## src/rtl/multi_chan_fifo_pkg.sv

```systemverilog
// Shared types and helpers for the multi-channel FIFO: arbitration modes,
// width helpers and the grant-selection functions used by the output arbiter.
package multi_chan_fifo_pkg;

    typedef enum logic {
        ARB_RR   = 1'b0,
        ARB_PRIO = 1'b1
    } arb_mode_e;

    localparam int MAX_CHANNELS = 16;
    localparam int GW           = 4;

    function automatic int cw_of(input int channels);
        return (channels > 1) ? $clog2(channels) : 1;
    endfunction

    function automatic int lw_of(input int depth);
        return $clog2(depth) + 1;
    endfunction

    // Round-robin: first requester after 'last', wrapping over n channels.
    function automatic logic [GW-1:0] rr_pick(input logic [MAX_CHANNELS-1:0] req,
                                              input logic [GW-1:0] last,
                                              input int n);
        int   idx;
        logic found;
        logic hit;
        rr_pick = last;
        found   = 1'b0;
        for (int i = 1; i <= MAX_CHANNELS; i++) begin
            idx     = (int'(last) + i) % n;
            hit     = !found && (i <= n) && req[4'(idx)];
            rr_pick = hit ? 4'(idx) : rr_pick;
            found   = found | hit;
        end
    endfunction

    function automatic logic [GW-1:0] prio_pick(input logic [MAX_CHANNELS-1:0] req);
        prio_pick = 4'd0;
        for (int i = MAX_CHANNELS - 1; i >= 0; i--) begin
            prio_pick = req[4'(i)] ? 4'(i) : prio_pick;
        end
    endfunction

endpackage

```

## src/rtl/multi_chan_fifo_chan_fifo.sv

```systemverilog
// Single-channel circular FIFO with a registered occupancy count; the caller
// guarantees push only when not full and pop only when not empty.
module chan_fifo
    import multi_chan_fifo_pkg::*;
#(
    parameter int WIDTH = 8,
    parameter int DEPTH = 4
) (
    input  logic                      clk,
    input  logic                      rst,
    input  logic                      push,
    input  logic                      pop,
    input  logic [WIDTH-1:0]          wr_data,
    output logic [WIDTH-1:0]          head,
    output logic [lw_of(DEPTH)-1:0]   level,
    output logic                      full,
    output logic                      empty
);
    localparam int PW = $clog2(DEPTH);
    localparam int LW = lw_of(DEPTH);

    logic [WIDTH-1:0] mem_r [DEPTH];
    logic [PW-1:0]    wr_ptr_r;
    logic [PW-1:0]    rd_ptr_r;
    logic [LW-1:0]    level_r;

    // Storage write; entries are only observed once level says they hold data.
    always_ff @(posedge clk) begin
        if (push) begin
            mem_r[wr_ptr_r] <= wr_data;
        end
    end

    // Pointer and occupancy bookkeeping; simultaneous push and pop leave level unchanged.
    always_ff @(posedge clk) begin
        if (rst) begin
            wr_ptr_r <= {PW{1'b0}};
            rd_ptr_r <= {PW{1'b0}};
            level_r  <= {LW{1'b0}};
        end else begin
            if (push) begin
                wr_ptr_r <= wr_ptr_r + PW'(1);
            end
            if (pop) begin
                rd_ptr_r <= rd_ptr_r + PW'(1);
            end
            case ({push, pop})
                2'b10:   level_r <= level_r + LW'(1);
                2'b01:   level_r <= level_r - LW'(1);
                default: level_r <= level_r;
            endcase
        end
    end

    assign head  = mem_r[rd_ptr_r];
    assign level = level_r;
    assign full  = (level_r == LW'(DEPTH));
    assign empty = (level_r == LW'(0));

endmodule

```

## src/rtl/multi_chan_fifo.sv

```systemverilog
// CHANNELS independent FIFOs merged onto one registered output port by a
// round-robin or fixed-priority arbiter.
module multi_chan_fifo
    import multi_chan_fifo_pkg::*;
#(
    parameter int WIDTH    = 8,
    parameter int DEPTH    = 4,
    parameter int CHANNELS = 3,
    parameter int ARB_MODE = 0
) (
    input  logic                                 clk,
    input  logic                                 rst,
    input  logic [CHANNELS-1:0]                  in_valid,
    output logic [CHANNELS-1:0]                  in_ready,
    input  logic [CHANNELS*WIDTH-1:0]            in_data,
    output logic                                 out_valid,
    input  logic                                 out_ready,
    output logic [WIDTH-1:0]                     out_data,
    output logic [cw_of(CHANNELS)-1:0]           out_chan,
    output logic [CHANNELS*lw_of(DEPTH)-1:0]     level
);
    localparam int CW = cw_of(CHANNELS);
    localparam int LW = lw_of(DEPTH);

    logic [CHANNELS-1:0]     full_s;
    logic [CHANNELS-1:0]     empty_s;
    logic [CHANNELS-1:0]     push_s;
    logic [CHANNELS-1:0]     pop_s;
    logic [WIDTH-1:0]        head_s [CHANNELS];
    logic [MAX_CHANNELS-1:0] req_s;
    logic [GW-1:0]           grant_s;
    logic [WIDTH-1:0]        head_sel_s;
    logic                    free_s;
    logic                    any_req_s;

    logic                    out_valid_r;
    logic [WIDTH-1:0]        out_data_r;
    logic [CW-1:0]           out_chan_r;
    logic [GW-1:0]           last_grant_r;

    for (genvar c = 0; c < CHANNELS; c++) begin : g_chan
        chan_fifo #(
            .WIDTH (WIDTH),
            .DEPTH (DEPTH)
        ) u_fifo (
            .clk     (clk),
            .rst     (rst),
            .push    (push_s[c]),
            .pop     (pop_s[c]),
            .wr_data (in_data[c*WIDTH +: WIDTH]),
            .head    (head_s[c]),
            .level   (level[c*LW +: LW]),
            .full    (full_s[c]),
            .empty   (empty_s[c])
        );
        assign push_s[c]   = in_valid[c] & ~full_s[c];
        assign in_ready[c] = ~full_s[c];
    end

    // Arbiter: pick one non-empty channel whenever the output register can take a word.
    always_comb begin
        req_s                 = 16'h0000;
        req_s[CHANNELS-1:0]   = ~empty_s;
        free_s                = ~out_valid_r | out_ready;
        any_req_s             = |req_s;
        if (ARB_MODE == int'(ARB_PRIO)) begin
            grant_s = prio_pick(req_s);
        end else begin
            grant_s = rr_pick(req_s, last_grant_r, CHANNELS);
        end
        pop_s      = {CHANNELS{1'b0}};
        head_sel_s = {WIDTH{1'b0}};
        for (int c = 0; c < CHANNELS; c++) begin
            pop_s[c]   = free_s & any_req_s & (grant_s == 4'(c));
            head_sel_s = head_sel_s | ({WIDTH{grant_s == 4'(c)}} & head_s[c]);
        end
    end

    // Output register; data and channel hold their last value when nothing is granted.
    always_ff @(posedge clk) begin
        if (rst) begin
            out_valid_r  <= 1'b0;
            out_data_r   <= {WIDTH{1'b0}};
            out_chan_r   <= {CW{1'b0}};
            last_grant_r <= 4'(CHANNELS - 1);
        end else if (free_s) begin
            if (any_req_s) begin
                out_valid_r  <= 1'b1;
                out_data_r   <= head_sel_s;
                out_chan_r   <= grant_s[CW-1:0];
                last_grant_r <= grant_s;
            end else begin
                out_valid_r  <= 1'b0;
            end
        end else begin
            out_valid_r <= out_valid_r;
        end
    end

    assign out_valid = out_valid_r;
    assign out_data  = out_data_r;
    assign out_chan  = out_chan_r;

endmodule

```

## config.mk

```make
export PLATFORM = sky130hd
export DESIGN_NAME = multi_chan_fifo
export DESIGN_NICKNAME = d
export VERILOG_FILES = /design/src/rtl/multi_chan_fifo_pkg.sv /design/src/rtl/multi_chan_fifo_chan_fifo.sv /design/src/rtl/multi_chan_fifo.sv
export SDC_FILE = /design/constraint.sdc
export NUM_CORES = 1
export LEC_CHECK = 0
export CORE_UTILIZATION = 29
export DETAILED_ROUTE_END_ITERATION = 7
export PLACE_DENSITY = 0.47
export SYNTH_ARGS = -nofsm -noshare
export SYNTH_HDL_FRONTEND = slang
export SYNTH_SLANG_ARGS = --single-unit
```

## constraint.sdc

```tcl
create_clock -name clk -period 10.32 [get_ports clk]
set_input_delay 2.064 -clock clk [delete_from_list [all_inputs] [get_ports clk]]
set_output_delay 2.064 -clock clk [all_outputs]
set_load 0.01 [all_outputs]
```

==> results.md, run 1 <==
* Final Core Density at 35.3%
* DR WL/cell at 16.4 um
* Number of CTS-inserted buffers at 17
* Synthesized area per cell at 11.4 um2
* Fmax at 0.127 GHz
* Flop pwr share at 28.2%
* Antenna Nets Post-Route at 0
* Crit path max fanout at 18
* Critical Path AT at 8.25 ns
* Remaining Overflow, GRT at 0
* Hold_sp: out_data[0]
* Clock buffer depth at 2
* Final Hold Viols at 0
* Post-DP HPWL at 12800 um
* Row Count at 59
* Worst Skew at 0.00809 ns
* Hold bufs inserted after CTS at 0
* Die height at 166 um
* Critical R2R Launch: last_grant_r[2]
* TritonRoute pass-1 iters at 4
* Hold endpoint: out_data[0]
* Input/output buffers at 52
* Hold path cells at 2
* Max-cap violations at 0
* Count of final setup violators at 0
* Via-to-Cell Ratio at 5.03
* Proportion of layout cells with a drive suffix above 1 at 12.3%
* Die W at 166 um
* Die footprint at 27400 um2
* Synth Net Count at 750
* Synth Warn # at 0
* Leakage at 3.39 nW
* CORE AREA at 26100 um2
* Io pins at 53
* Gpl congestion at 0.811
* CTS tree: done
* Final Non-Filler Cells at 1074
* Top delay family on crit path: simple AND/OR/NAND/NOR gates
* Fin crit share at 76.6%
* Synthesis-to-finish area growth at 18.9%
* Comb pwr share at 47.1%
* Crit path top cell by count: ha_1
* Post-Route WL at 17600 um
* Routed via count at 5406
* Crit. End Element: flop
* CP bufs+invs at 3
* Critical Path Max Stage Delay at 0.70 ns
* Post-CTS resize count at 0
* Worst-path clk slew at 0.06 ns
* Pin slew with the least headroom to its limit at 0.815 ns
* TritonCTS Sinks at 137
* RR Endpoint: g_chan[2].u_fifo.level[2]
* First DRT Iteration DRCs at 261
* Post-synthesis sequential area ratio at 47.7%
* Hold crit path type: reg2reg
* Crit path required time at 10.67 ns
* Critical path class: reg2reg
* Post-synth EDFFs at 96
* Crit path launch type: flop
* CP max-delay cell: dfxtp_1
* GRT Util Overall at 13.2%
* Primary FF master, synth: edfxtp_1
* Switching pwr at 1.01 mW
* Final nets at 793
* Pint at 1.62 mW
* VDD IR max at 0.000134 V
* Slew headroom at 45.3%
* Htree depth at 4
* Worst Reg-to-Reg Cells at 29
* Sw Share at 38.5%
* Mapped Cells at 683
* Ys async rst share at 0%
* CTS root buffer: clkbuf_16
* Post-synth cell types at 83
* Global-route wire length before repair at 28900 um
* Post-route setup TNS at 0 ns
* Initial antenna violation count at 0
* Clk Latency, worst-skew pair at 0.42 ns
* Clock power frac at 24.7%
* DP Cell Count at 1042
* Vias in the first global route at 5455
* Largest net degree at the start of global routing at 46
* Period minus WS final at 7.90 ns
* R2r setup slk at 2.42 ns
* Post-CTS setup buffers at 0
* Number of remaining DRC errors at 0
* #FFs+latches synth at 137
* Max Slew Vio Count at 0
* Outcome: complete, no violations
* Post-synthesis cell area at 7760 um2
* Pwr/cell area at 285 nW/um2
* Initial Utilization at 29.7%
* Antenna cells at 0
* RSZ-0062 raised after global routing: false
synth_stat cells (3+ instances only):
cell type  instances  area [um2]
a311oi_1           9        78.8
nand3b_1           3        22.5
o21ai_0           21         105
a31o_2             3        26.3
nand2_1           61         229
ha_1              34         425
nand4_1            3        18.8
nor4_1             5        31.3
xnor2_1           11        96.3
clkbuf_1          16        60.1
mux2i_1           20         200
a211oi_1           8        60.1
or2_2              4        25.0
nor2b_1           16         100
edfxtp_1          96        2880
a21oi_1           31         155
buf_4              4        30.0
and3b_1            3        26.3
fa_1               3        60.1
or3_1             10        62.6
o22ai_1            5        31.3
dfxtp_1           41         821
nand3_1           15        75.1
nor2_1            50         188
mux2_1            10         113
and3_1            19         119
xor2_1             9        78.8
mux4_2            24         541
inv_1             34         128
buf_1              5        18.8
and2_1            11        68.8
nor3_1            14        70.1
a31oi_1            6        37.5
o31ai_1            3        22.5
o211ai_1           6        45.0
nand2b_1           5        31.3
buf_2              6        30.0
metrics by stage:
step	area [um2]	hold WS (ns)	total power [mW]	setup WS (ns)
after global routing	9230	0.522	2.80	1.80
after floorplan	7760	0.469	1.69	3.05
final	9230	0.505	2.63	2.42
after CTS	9230	0.508	2.67	2.45
after detailed placement	8590	0.494	2.01	2.45
after global placement	8590	0.476	1.98	2.60
area by class of cell:
type / instances / area (um2)
multi-input combinational: 479 / 3790
clock inverter: 13 / 180
timing repair buffer: 57 / 558
sequential: 137 / 3700
inverter: 34 / 128
fill: 2566 / 16900
tap: 335 / 419
clock buffer: 19 / 453
routing by layer:
layer,global-route usage [%],vias up,share of wire (%)
met5,0,-,0
met4,4.35,0,1.1
met3,2.84,15,3.7
met2,23.4,105,50
met1,15.9,2637,45
li1,-,2649,-
worst register-to-register path, delay by kind of cell, from the launching register on:
kind / cells / cell delay (ns)
xor+xnor: 2 / 0.40
compound gates: 6 / 0.88
flops: 1 / 0.70
fa+ha+maj: 6 / 2.03
mux: 1 / 0.21
buf+inv: 3 / 0.46
simple gates: 11 / 3.12
cell families after synthesis:
group | count (synthesis) | synth area share (%)
simple gates | 231 | 15.3
flops | 137 | 47.7
compound gates | 134 | 13.1
buf+inv | 67 | 3.64
mux | 55 | 11.1
fa+ha+maj | 37 | 6.25
xor+xnor | 22 | 2.82
worst max-delay path by stage:
stage / from / endpoint / slack, ns / cells past startpoint
6_report: last_grant_r[2] / g_chan[2].u_fifo.level[2] / 2.42 / 29
5_1_grt: last_grant_r[2] / g_chan[1].u_fifo.level[2] / 1.80 / 30
4_1_cts: last_grant_r[2] / g_chan[2].u_fifo.level[2] / 2.45 / 29
3_5_place_dp: last_grant_r[2] / g_chan[2].u_fifo.level[2] / 2.45 / 29
3_3_place_gp: last_grant_r[2] / g_chan[0].u_fifo.level[2] / 2.60 / 29
2_1_floorplan: last_grant_r[0] / g_chan[2].u_fifo.level[2] / 3.05 / 30
flip-flops by register name, indices dropped and copies added, names as in the netlist, named ones only:
signal and cells:
g_chan.u_fifo.wr_ptr_r 6, g_chan.u_fifo.rd_ptr_r 6, out_data 8, out_chan 1, last_grant_r 4, g_chan.u_fifo.mem_r 96, out_valid 1, g_chan.u_fifo.level 9
power by group through the flow:
stage	combinational, mW	clock [mW]	sequential [mW]
floorplan	0.957	0	0.729
global placement	1.23	0	0.751
detailed placement	1.25	0	0.756
CTS	1.26	0.665	0.744
global route	1.37	0.683	0.753
finish	1.24	0.650	0.740
cells in the final DEF, fill, tap and decap left out, types with 6 or more instances in the layout:
cell type / Yosys / layout
xor2_1: 9 / 9
a211oi_1: 8 / 8
nor2b_1: 16 / 15
xnor2_1: 11 / 11
and3_1: 19 / 19
o211ai_1: 6 / 6
nor3_1: 14 / 14
dfxtp_1: 41 / 41
nor2_1: 50 / 50
mux4_2: 24 / 24
nand2_1: 61 / 61
nand3_1: 15 / 15
or3_1: 10 / 10
o21ai_0: 21 / 21
and2_1: 11 / 11
a31oi_1: 6 / 6
ha_1: 34 / 34
a311oi_1: 9 / 9
inv_1: 34 / 34
mux2i_1: 20 / 20
edfxtp_1: 96 / 96
a21oi_1: 31 / 31
mux2_1: 10 / 10
clkbuf_16: 0 / 17
clkdlybuf4s50_1: 0 / 52
Power figures use the tool's default switching activity.
==> run 2, diff against run 1 <==
- clock period: 10.32 -> 7.5 ns (I/O delays scaled with it)
==> run 2 against run 1 <==
Effect of this change:
- worst setup slack worse by 2.0 ns
- hold slack improved by 0.0043 ns
- highest routed layer unchanged
- sequential power rose by 38%
- largest cell class unchanged
==> results.md, run 2 (same netlist as run 1, synthesis figures left out) <==
* Outcome: complete, no violations
* Leakage at 3.42 nW
* Global-route wire length before repair at 29400 um
* Pin slew with the least headroom to its limit at 0.834 ns
* Hold path cells at 2
* Crit path top cell by count: ha_1
* Met1 usage at 16.0%
* Vias in the first global route at 5625
* DP Cell Count at 1048
* Commonest non-fill, non-tap cell in the layout: edfxtp_1
* Post-Route WL at 18000 um
* VDD IR max at 0.000187 V
* Hold endpoint: g_chan[0].u_fifo.wr_ptr_r[1]
* Max Slew Vio Count at 0
* CP max-delay cell: or4_4
* Critical path class: reg2reg
* Routed via count at 5413
* Die footprint at 27400 um2
* Via-to-Cell Ratio at 5.01
* Most used routing layer: met2
* Final Hold Viols at 0
* TritonCTS Sinks at 137
* Worst Skew at 0.0109 ns
* CTS tree: done
* Largest net degree at the start of global routing at 41
* Io pins at 53
* Row Count at 59
* Number of CTS-inserted buffers at 17
* GRT Util Overall at 13.4%
* Critical Path Max Stage Delay at 0.56 ns
* Pwr/cell area at 398 nW/um2
* Multi-input gate area at 3830 um2
* Count of final setup violators at 0
* Crit path max fanout at 11
* Worst Reg-to-Reg Cells at 27
* Initial antenna violation count at 0
* RR Endpoint: g_chan[0].u_fifo.level[2]
* Hold WS at 0.509 ns
* Die height at 166 um
* TritonRoute pass-1 iters at 6
* Met3 Use GR at 3.01%
* Post-DP HPWL at 13100 um
* Clock buffer depth at 2
* Worst-path clk slew at 0.06 ns
* Antenna Nets Post-Route at 0
* Post-route setup TNS at 0 ns
* Fmax at 0.141 GHz
* R2r setup slk at 0.42 ns
* GR Layer Usage met2 at 23.8%
* Antenna cells at 0
* Initial Utilization at 29.7%
* Period minus WS final at 7.08 ns
* Die W at 166 um
* Fillcell total at 2626
* Reg area at 3710 um2
* Input/output buffers at 52
* Critical R2R Launch: last_grant_r[1]
* Critical Path AT at 7.42 ns
* Remaining Overflow, GRT at 0
* Final Non-Filler Cells at 1080
* Proportion of layout cells with a drive suffix above 1 at 13.7%
* CORE AREA at 26100 um2
* CTS root buffer: clkbuf_16
* Hold crit path type: reg2reg
* Hold_sp: g_chan[0].u_fifo.wr_ptr_r[1]
* Crit. End Element: flop
* Fin crit share at 94.4%
* Largest Register: g_chan.u_fifo.mem_r
* Gpl congestion at 0.866
* First DRT Iteration DRCs at 285
* Crit path launch type: flop
* Number of remaining DRC errors at 0
* DR WL/cell at 16.6 um
* Synthesis-to-finish area growth at 20.0%
* Slew headroom at 44.0%
* RSZ-0062 raised after global routing: false
* Most frequent cells in the layout: 96 x edfxtp_1, 61 x nand2_1, 52 x clkdlybuf4s50_1, 50 x nor2_1, 39 x dfxtp_1
* Final nets at 800
* Max-cap violations at 0
* Number of flip-flops in the largest register at 96
* Htree depth at 4
* Clk Latency, worst-skew pair at 0.42 ns
* Crit path required time at 7.85 ns
[run 2: routing by layer]
metal / vias up / part of all wire, %
met1: 2637 / 44
met2: 96 / 51
met4: 0 / 1.3
li1: 2663 / -
met3: 17 / 3.2
met5: - / 0
[run 2: what timing repair did]
item	4_1_cts	5_1_grt
hold buffers	0	0
hold endpoints to repair	0	0
buffers inserted	0	1
endpoints found under the setup margin	0	6
resized for setup	0	10
[run 2: final cells by class]
type                    count  area share, %
multi-input cells         479           41.1
flip-flops and latches    137           39.8
repair buffers             64           6.55
clock buffers              17           4.57
well taps                 335           4.50
clock inverters            14           2.11
inverters                  34           1.37
[run 2: worst max-delay path by stage]
stage                          from                   endpoint
finish              last_grant_r[1]  g_chan[0].u_fifo.level[2]
detailed placement  last_grant_r[1]  g_chan[2].u_fifo.level[2]
floorplan           last_grant_r[0]  g_chan[2].u_fifo.level[2]
global route        last_grant_r[1]  g_chan[2].u_fifo.level[2]
global placement    last_grant_r[1]  g_chan[2].u_fifo.level[2]
CTS                 last_grant_r[1]  g_chan[0].u_fifo.level[2]
[run 2: metrics by stage]
step	setup slack, ns	utilization (%)	total power [mW]	area, um2
floorplan	0.226	-	2.32	7760
global placement	0.193	33.1	2.79	8640
detailed placement	0.124	33.1	2.83	8640
CTS	0.0580	35.4	3.73	9260
global route	0.0356	35.7	3.95	9320
finish	0.421	35.7	3.70	9320
[run 2: power by group]
part / leakage [nW] / total [mW] / internal [mW] / switching, mW
sequential: 1.22 / 1.02 / 0.929 / 0.0933
clock: 0.297 / 0.880 / 0.556 / 0.323
combinational: 1.91 / 1.80 / 0.803 / 0.999
[run 2: worst max-delay path: cells and delay by family, from the launching register on]
kind            cells  cell delay [ns]
simple gates       10             2.87
fa+ha+maj           6             1.91
compound gates      6             1.01
flops               1             0.47
xor+xnor            2             0.34
mux                 1             0.22
buf+inv             2             0.14
==> run 3, diff against run 2 <==
- CORE_ASPECT_RATIO: not set -> 1.2
- CORE_UTILIZATION: 29 -> 25
- PLACE_DENSITY: 0.47 -> 0.42
==> run 3 against run 2 <==
Effect of this change:
- sequential share of layout area decreased by 0.36 points
- utilization decreased by 4.8 points
- clock skew barely moved
- hold slack worse by 0.0093 ns
- die area rose by 16%
- wire length increased by 4.0%
- via count fell by 0.13%
- final cell count rose by 6.1%
- sequential cell count unchanged
- clock-buffer cell count unchanged
- fmax is 1.9% higher
- combinational power is essentially flat
- critical endpoint unchanged
- highest routed layer unchanged
==> results.md, run 3 (same netlist as run 1, synthesis figures left out) <==
* CORE AREA at 30500 um2
* Row Count at 70
* GRT Util Overall at 12.6%
* Period minus WS final at 6.95 ns
* Critical path class: reg2reg
* VDD IR max at 0.000242 V
* Gpl congestion at 0.780
* CTS tree: done
* Proportion of layout cells with a drive suffix above 1 at 14.1%
* Number of CTS-inserted buffers at 17
* Die W at 163 um
* Global-route wire length before repair at 30600 um
* Die footprint at 31800 um2
* Pin slew with the least headroom to its limit at 0.816 ns
* Hold_sp: out_valid
* TritonRoute pass-1 iters at 4
* Hold path cells at 2
* Hold crit path type: reg2reg
* Fillcell total at 3166
* R2r setup slk at 0.55 ns
* Leakage at 3.44 nW
* CP max-delay cell: or4_4
* Final Non-Filler Cells at 1146
* Vias in the first global route at 5513
* DR WL/cell at 16.3 um
* Clk Latency, worst-skew pair at 0.42 ns
* Final nets at 804
* Critical Path Max Stage Delay at 0.56 ns
* RR Endpoint: g_chan[0].u_fifo.level[2]
* Worst Skew at 0.0111 ns
* Number of remaining DRC errors at 0
* Crit path max fanout at 13
* Post-Route WL at 18700 um
* Most frequent cells in the layout: 96 x edfxtp_1, 61 x nand2_1, 51 x clkdlybuf4s50_1, 50 x nor2_1, 41 x dfxtp_1
* Antenna Nets Post-Route at 0
* Max-cap violations at 0
* Crit. End Element: flop
* Slew headroom at 45.6%
* Outcome: complete, no violations
* Fmax at 0.144 GHz
* DP Cell Count at 1114
* Remaining Overflow, GRT at 0
* Post-DP HPWL at 13600 um
* Routed via count at 5406
* Post-CTS setup buffers at 0
* Initial Utilization at 25.5%
* Count of final setup violators at 0
* Max Slew Vio Count at 0
* Number of flip-flops in the largest register at 96
* Fin crit share at 92.7%
* Commonest non-fill, non-tap cell in the layout: edfxtp_1
* Clock buffer depth at 2
* Crit path launch type: flop
* Antenna cells at 0
* Initial antenna violation count at 0
* TritonCTS Sinks at 137
* Hold endpoint: out_valid
* Largest net degree at the start of global routing at 41
* Crit path top cell by count: ha_1
* Synthesis-to-finish area growth at 21.0%
* Via-to-Cell Ratio at 4.72
* Largest Register: g_chan.u_fifo.mem_r
* Worst Reg-to-Reg Cells at 28
* Io pins at 53
* First DRT Iteration DRCs at 216
* CTS root buffer: clkbuf_16
* Input/output buffers at 52
* Worst-path clk slew at 0.06 ns
* Critical R2R Launch: last_grant_r[1]
* Crit path required time at 7.84 ns
* Post-route setup TNS at 0 ns
* Die height at 195 um
* Final Hold Viols at 0
* Pwr/cell area at 392 nW/um2
* Htree depth at 4
* Critical Path AT at 7.29 ns
## run 3: worst max-delay path: cells and delay by family (launching register included)
kind / cells / cell delay, ns
AO/OA/AOI/OAI: 8 / 1.80
XOR/XNOR: 1 / 0.15
adder cells (fa/ha/maj): 6 / 1.83
buffers and inverters: 2 / 0.14
flip-flops: 1 / 0.34
multiplexers: 1 / 0.23
AND/OR/NAND/NOR: 10 / 2.36
## run 3: power by group
part / switching [mW] / leakage [nW] / internal (mW)
registers: 0.0926 / 1.22 / 0.929
clock network: 0.329 / 0.301 / 0.557
logic: 0.976 / 1.92 / 0.795
## run 3: cell type report
cell class / count / area [um2] / area share [%]
Inverter: 34 / 128 / 1.36
Clock inverter: 15 / 201 / 2.14
Sequential cell: 137 / 3700 / 39.4
Multi-Input combinational cell: 479 / 3810 / 40.5
Tap cell: 396 / 495 / 5.27
Timing Repair Buffer: 68 / 636 / 6.77
Clock buffer: 17 / 425 / 4.53
## run 3: what timing repair did
item	4_1_cts	5_1_grt
gates resized for setup	0	5
hold endpoints to repair	0	0
hold buffers	0	0
setup endpoints to repair	0	5
## run 3: worst max path at each step
| stage | start | end | slack, ns | depth (start not counted) |
|---|---|---|---|---|
| 2_1_floorplan | last_grant_r[0] | g_chan[2].u_fifo.level[2] | 0.23 | 30 |
| 3_3_place_gp | last_grant_r[1] | g_chan[2].u_fifo.level[2] | 0.39 | 28 |
| 3_5_place_dp | last_grant_r[1] | g_chan[0].u_fifo.level[2] | 0.38 | 28 |
| 4_1_cts | last_grant_r[1] | g_chan[0].u_fifo.level[2] | 0.35 | 28 |
| 5_1_grt | last_grant_r[1] | g_chan[2].u_fifo.level[2] | -0.02 | 28 |
| 6_report | last_grant_r[1] | g_chan[0].u_fifo.level[2] | 0.55 | 28 |
## run 3: layer usage
metal	vias to the layer above	routed length, um	global-route usage [%]
li1	2667	-	-
met1	2658	8050	15.0
met2	62	9990	22.6
met3	19	391	2.32
met4	0	252	3.91
met5	-	0	0
## run 3: per-stage QoR
step | worst slack [ns] | instance area, um2 | hold WS, ns | utilization, % | power (mW)
global placement | 0.390 | 8750 | 0.501 | 28.7 | 2.85
detailed placement | 0.377 | 8750 | 0.498 | 28.7 | 2.84
global route | -0.0184 | 9400 | 0.537 | 30.8 | 3.97
CTS | 0.348 | 9380 | 0.506 | 30.8 | 3.75
floorplan | 0.226 | 7760 | 0.469 | - | 2.32
finish | 0.551 | 9400 | 0.500 | 30.8 | 3.68
